===== config.mk =====
export PLATFORM = sky130hd
export DESIGN_NAME = uart_tx_serializer
export DESIGN_NICKNAME = d
export VERILOG_FILES = /design/src/rtl/uart_tx_serializer.sv
export SDC_FILE = /design/constraint.sdc
export NUM_CORES = 1
export LEC_CHECK = 0
export ABC_AREA = 1
export BUFFER_PORTS_ARGS = -buffer_cell sky130_fd_sc_hd__buf_4
export CAP_MARGIN = 20
export CELL_PAD_IN_SITES_DETAIL_PLACEMENT = 0
export CELL_PAD_IN_SITES_GLOBAL_PLACEMENT = 1
export CORE_MARGIN = 5
export CORE_UTILIZATION = 40
export DETAILED_ROUTE_END_ITERATION = 16
export GPL_ROUTABILITY_DRIVEN = 0
export PLACE_DENSITY = 0.76
export SKIP_CTS_REPAIR_TIMING = 1
export SLEW_MARGIN = 20
export SYNTH_ARGS = -nofsm -noshare
export SYNTH_HDL_FRONTEND = slang
export SYNTH_SLANG_ARGS = --single-unit

===== constraint.sdc =====
create_clock -name clk -period 1.85 [get_ports clk]
set_input_delay 0.555 -clock clk [delete_from_list [all_inputs] [get_ports clk]]
set_output_delay 0.555 -clock clk [all_outputs]
set_load 0.01 [all_outputs]

===== src/rtl/uart_tx_serializer.sv =====
// uart_tx_serializer: frames a parallel byte as start, data LSB-first, optional parity, stop bits
module uart_tx_serializer #(
    parameter int DATA_WIDTH     = 8,
    parameter int PRESCALE_WIDTH = 6
) (
    input  logic                      clk,
    input  logic                      rst,
    input  logic [DATA_WIDTH-1:0]     p_data,
    input  logic                      data_valid,
    input  logic                      par_en,
    input  logic                      par_typ,
    input  logic [PRESCALE_WIDTH-1:0] prescale,
    output logic                      tx_out,
    output logic                      busy
);
    localparam int BW = DATA_WIDTH > 1 ? $clog2(DATA_WIDTH) : 1;
    localparam logic [2:0] IDLE   = 3'd0;
    localparam logic [2:0] START  = 3'd1;
    localparam logic [2:0] DATA   = 3'd2;
    localparam logic [2:0] PARITY = 3'd3;
    localparam logic [2:0] STOP   = 3'd4;

    logic [2:0]                r_state;
    logic [PRESCALE_WIDTH-1:0] r_edge_cnt;
    logic [PRESCALE_WIDTH-1:0] r_pm1;
    logic [BW-1:0]             r_bit_cnt;
    logic [DATA_WIDTH-1:0]     r_data;
    logic                      r_par_en;
    logic                      r_parity;
    logic                      w_last;
    logic [2:0]                w_state_nxt;
    logic [BW-1:0]             w_bit_nxt;
    logic                      w_tx_nxt;

    // next state, next bit index and the line level they imply, so tx_out can be a plain flop
    always_comb begin
        w_last      = r_edge_cnt == r_pm1;
        w_state_nxt = r_state;
        w_bit_nxt   = r_bit_cnt;
        case (r_state)
            IDLE:    if (data_valid) w_state_nxt = START;
            START:   if (w_last) w_state_nxt = DATA;
            DATA:    if (w_last) begin
                         if (r_bit_cnt == BW'(DATA_WIDTH - 1)) begin
                             w_state_nxt = r_par_en ? PARITY : STOP;
                             w_bit_nxt   = '0;
                         end else begin
                             w_bit_nxt = r_bit_cnt + 1'b1;
                         end
                     end
            PARITY:  if (w_last) w_state_nxt = STOP;
            STOP:    if (w_last) w_state_nxt = IDLE;
            default: w_state_nxt = IDLE;
        endcase
        w_tx_nxt = w_state_nxt == START  ? 1'b0 :
                   w_state_nxt == DATA   ? r_data[w_bit_nxt] :
                   w_state_nxt == PARITY ? r_parity : 1'b1;
    end

    // frame sequencing; reset forces the line high at once, aborting any frame
    always_ff @(posedge clk or negedge rst) begin
        if (!rst) begin
            r_state    <= IDLE;
            r_edge_cnt <= '0;
            r_bit_cnt  <= '0;
            tx_out     <= 1'b1;
            busy       <= 1'b0;
        end else begin
            r_state    <= w_state_nxt;
            r_bit_cnt  <= w_bit_nxt;
            r_edge_cnt <= (r_state == IDLE || w_last) ? '0 : r_edge_cnt + 1'b1;
            tx_out     <= w_tx_nxt;
            busy       <= w_state_nxt != IDLE;
        end
    end

    // frame settings are captured only on acceptance; prescale 0 behaves as 1
    always_ff @(posedge clk or negedge rst) begin
        if (!rst) begin
            r_data   <= '0;
            r_par_en <= 1'b0;
            r_parity <= 1'b0;
            r_pm1    <= '0;
        end else if (r_state == IDLE && data_valid) begin
            r_data   <= p_data;
            r_par_en <= par_en;
            r_parity <= ^p_data ^ par_typ;
            r_pm1    <= prescale == '0 ? '0 : prescale - 1'b1;
        end
    end
endmodule


==> flow_metrics.py <==
metrics = {
    "setup_path": {
        "crit_family": "simple AND/OR/NAND/NOR gates",
        "cp.depth": 11,
        "critPathBufInv": 1,
        "crit_path_top_delay_cell": "dfrtp_1",
        "path_cells": "ha_2, ha_2, inv_2, nand2_2, nor2_4, nand3_4, nand3_1, nand3_1, nand3_2, nand3_2, a21oi_2",
        "worstSetupPathType": "flip-flop to flip-flop",
        "critical_path_arrival_ps": 1940,
        "slowest_delay_ps": 430,
        "rrSetupSlack_ps": 120,
        "worstPathRequired_ps": 2050,
        "cp-start-kind": "flip-flop",
        "r2r_cells": 11,
        "cp_max_fo": 5,
        "cp-end-kind": "flip-flop",
    },
    "sta": {
        "finalSetupTns_ps": 0,
        "fin_crit_ps": 1732,
        "slew_viol_final": 0,
        "worst_pin_slew_ps": 385.3,
        "worst_clock_skew_ps": 5.938,
        "hold_viol": 0,
        "relSlewSlack_pct": 74.31,
        "finalCritPeriodShare_pct": 93.63,
        "clock.fmax_mhz": 577.3,
        "setup_viol_count_final": 0,
        "rsz0062_at_grt": "false",
    },
    "logic_synthesis": {
        "async_flop_share_pct": 100.0,
        "ys_ff_latch": 30,
        "synth_edf_count": 0,
        "ys_seq_area_share_pct": 44.22,
        "syn_nets": 227,
        "post_synth.cell_area_avg_um2": 8.376,
        "netlist_instances": 203,
        "yosys_warnings": 0,
        "syn_area_um2": 1700,
        "ys_dominant_reg_cell": "dfrtp_1",
        "ys_types": 30,
    },
    "route": {
        "via_per_inst": 4.626,
        "routed-wl-met3_um": 112,
        "drt-initial-drc-count": 55,
        "vias": 1300,
        "firstDrtPassIters": 4,
        "highest_layer": "met4",
        "met1_length_um": 1518,
        "wl_met2_um": 1473,
        "wl_um": 3145,
        "remaining_drc_errors": 0,
        "wl_per_cell_um": 11.19,
        "antenna_left": 0,
    },
    "clock_tree": {
        "clock-root-buffer": "clkbuf_8",
        "worstSkewPairLatency_ps": 270,
        "cts.sinks": 30,
        "htreeDepth": 2,
        "clk_pin_slew_ps": 60,
        "cts_tree": "yes",
        "cts_buffers": 5,
        "cts_max_path_buffers": 2,
    },
    "die": {
        "start_util_pct": 41.91,
        "pin_count": 21,
        "die_w_um": 75.20,
        "die-area_um2": 5655,
        "core_um2": 4058,
        "die_h_um": 75.20,
        "std_cell_rows": 23,
    },
    "placed_design": {
        "dpl_cell_area_um2": 1919,
        "hpwl_um": 2489,
        "port_buffers": 20,
    },
    "final_layout": {
        "area_growth_pct": 21.41,
        "layout-drive-gt1-share_pct": 28.57,
        "antenna_cells": 0,
        "final_area_um2": 2064,
        "num-nets-final": 254,
    },
    "power": {
        "power_density_nw_per_um2": 621.7,
        "vdd_drop_max_v": 0.0003451,
        "p_leak_nw": 1.023,
    },
    "global_routing": {
        "grt_pass1_wl_um": 5451,
        "grt_overflow_total": 0,
        "grt_max_degree": 31,
        "gr-usage-all-layers_pct": 13.01,
        "grt_pass1_vias": 1241,
        "antenna_found_initial": 0,
    },
    "outcome": {
        "status": "finished clean",
    },
    "worst_hold_path": {
        "min_path_type": "input pin to asynchronous set/reset pin",
    },
    "flow_run": {
        "max_cap_violations": 0,
    },
}
## final cells by class
type	instances	area [um2]
fillers	399	1993
multi-input cells	142	885.9
flip-flops and latches	30	752.0
repair buffers	22	165.2
inverters	29	108.9
clock buffers	8	90.09
well taps	50	62.56
## layout by cell type (no fill, tap or decap)
| cell type | instances |
|---|---|
| o22ai_1 | 5 |
| o311ai_1 | 1 |
| nor2_1 | 14 |
| nand2_4 | 1 |
| nand3_2 | 7 |
| nand3b_1 | 1 |
| nor2_4 | 4 |
| nand2_1 | 47 |
| ha_1 | 3 |
| and2_4 | 1 |
| clkbuf_1 | 2 |
| nand3_4 | 1 |
| ha_2 | 2 |
| dfrtp_1 | 29 |
| a21oi_2 | 1 |
| or3_1 | 1 |
| xor2_1 | 6 |
| nand3_1 | 12 |
| clkbuf_8 | 6 |
| xnor2_1 | 8 |
| dfstp_2 | 1 |
| inv_1 | 21 |
| nor3_4 | 1 |
| nand4_4 | 1 |
| a21boi_2 | 1 |
| or2_1 | 1 |
| buf_4 | 22 |
| o21ai_1 | 1 |
| nand2_2 | 8 |
| o21ai_0 | 9 |
| or2_0 | 1 |
| nand4_1 | 1 |
| o21ai_2 | 1 |
| nor3b_1 | 2 |
| inv_2 | 8 |
## per-layer routing
layer | GRT usage [%] | vias to the layer above
li1 | - | 702
met1 | 17.60 | 577
met2 | 19.63 | 19
met3 | 2.937 | 2
met4 | 6.408 | 0
met5 | 0 | -
## report_power, final
part | internal, W | leakage (nW) | switching [W] | total, W
Sequential | 0.000656 | 0.328 | 0 | 0.000656
Clock | 0.000303 | 0.0455 | 0.000230 | 0.000533
Combinational | 0.0000505 | 0.649 | 0.0000438 | 0.0000942
Total | 0.00101 | 1.02 | 0.000274 | 0.00128
## synthesized netlist by cell type (3+ instances only)
| master | n | area share, % |
|---|---|---|
| dfrtp_1 | 29 | 43 |
| ha_1 | 5 | 3.7 |
| inv_1 | 22 | 4.9 |
| inv_2 | 7 | 1.5 |
| nand2_1 | 48 | 11 |
| nand2_2 | 8 | 2.9 |
| nand3_1 | 16 | 4.7 |
| nand3_2 | 4 | 2.4 |
| nor2_1 | 15 | 3.3 |
| nor2_4 | 3 | 2.0 |
| o21ai_0 | 10 | 2.9 |
| o22ai_1 | 5 | 1.8 |
| xnor2_1 | 8 | 4.1 |
| xor2_1 | 6 | 3.1 |
## per-stage QoR
stage,instances,util (%),hold WS [ps],setup WS (ps),power [W]
6_report,281,50.88,203.6,117.8,0.001283
5_1_grt,281,50.88,225.7,3.181,0.001346
4_1_cts,281,49.52,213.2,60.96,0.001300
3_5_place_dp,273,47.30,472.9,84.97,0.0007647
3_3_place_gp,273,47.30,474.7,124.9,0.0007647
2_1_floorplan,203,-,259.4,219.4,0.0007103
## final timing paths
kind / end / startpoint
worst max-delay path: tx_out$_DFF_PN1_ / r_bit_cnt[0]$_DFF_PN0_
worst min-delay path: r_pm1[1]$_DFFE_PN0P_ / rst
worst max register to register: tx_out$_DFF_PN1_ / r_bit_cnt[0]$_DFF_PN0_
worst min register to register: r_data[0]$_DFFE_PN0P_ / r_data[0]$_DFFE_PN0P_
max in group asynchronous: tx_out$_DFF_PN1_ / rst
min in group clk: r_par_en$_DFFE_PN0P_ / par_en
## registers in the layout, indices dropped and copies added, names as in the netlist
signal	cells
r_pm1	6
tx_out	1
r_edge_cnt	6
r_data	8
r_parity	1
busy	1
r_bit_cnt	3
r_state	3
r_par_en	1
## logic make-up (layout without fill, tap and decap cells)
logic type               count (synthesis)  count (layout)  synth area share, %
AO/OA/AOI/OAI                           19              19                6.549
XOR/XNOR                                14              14                7.211
AND/OR/NAND/NOR                        104             104                31.42
flip-flops                              30              30                44.22
adder cells (fa/ha/maj)                  5               5                3.679
buffers and inverters                   31              59                6.917
Note: power is estimated with default switching activity, not from simulation.
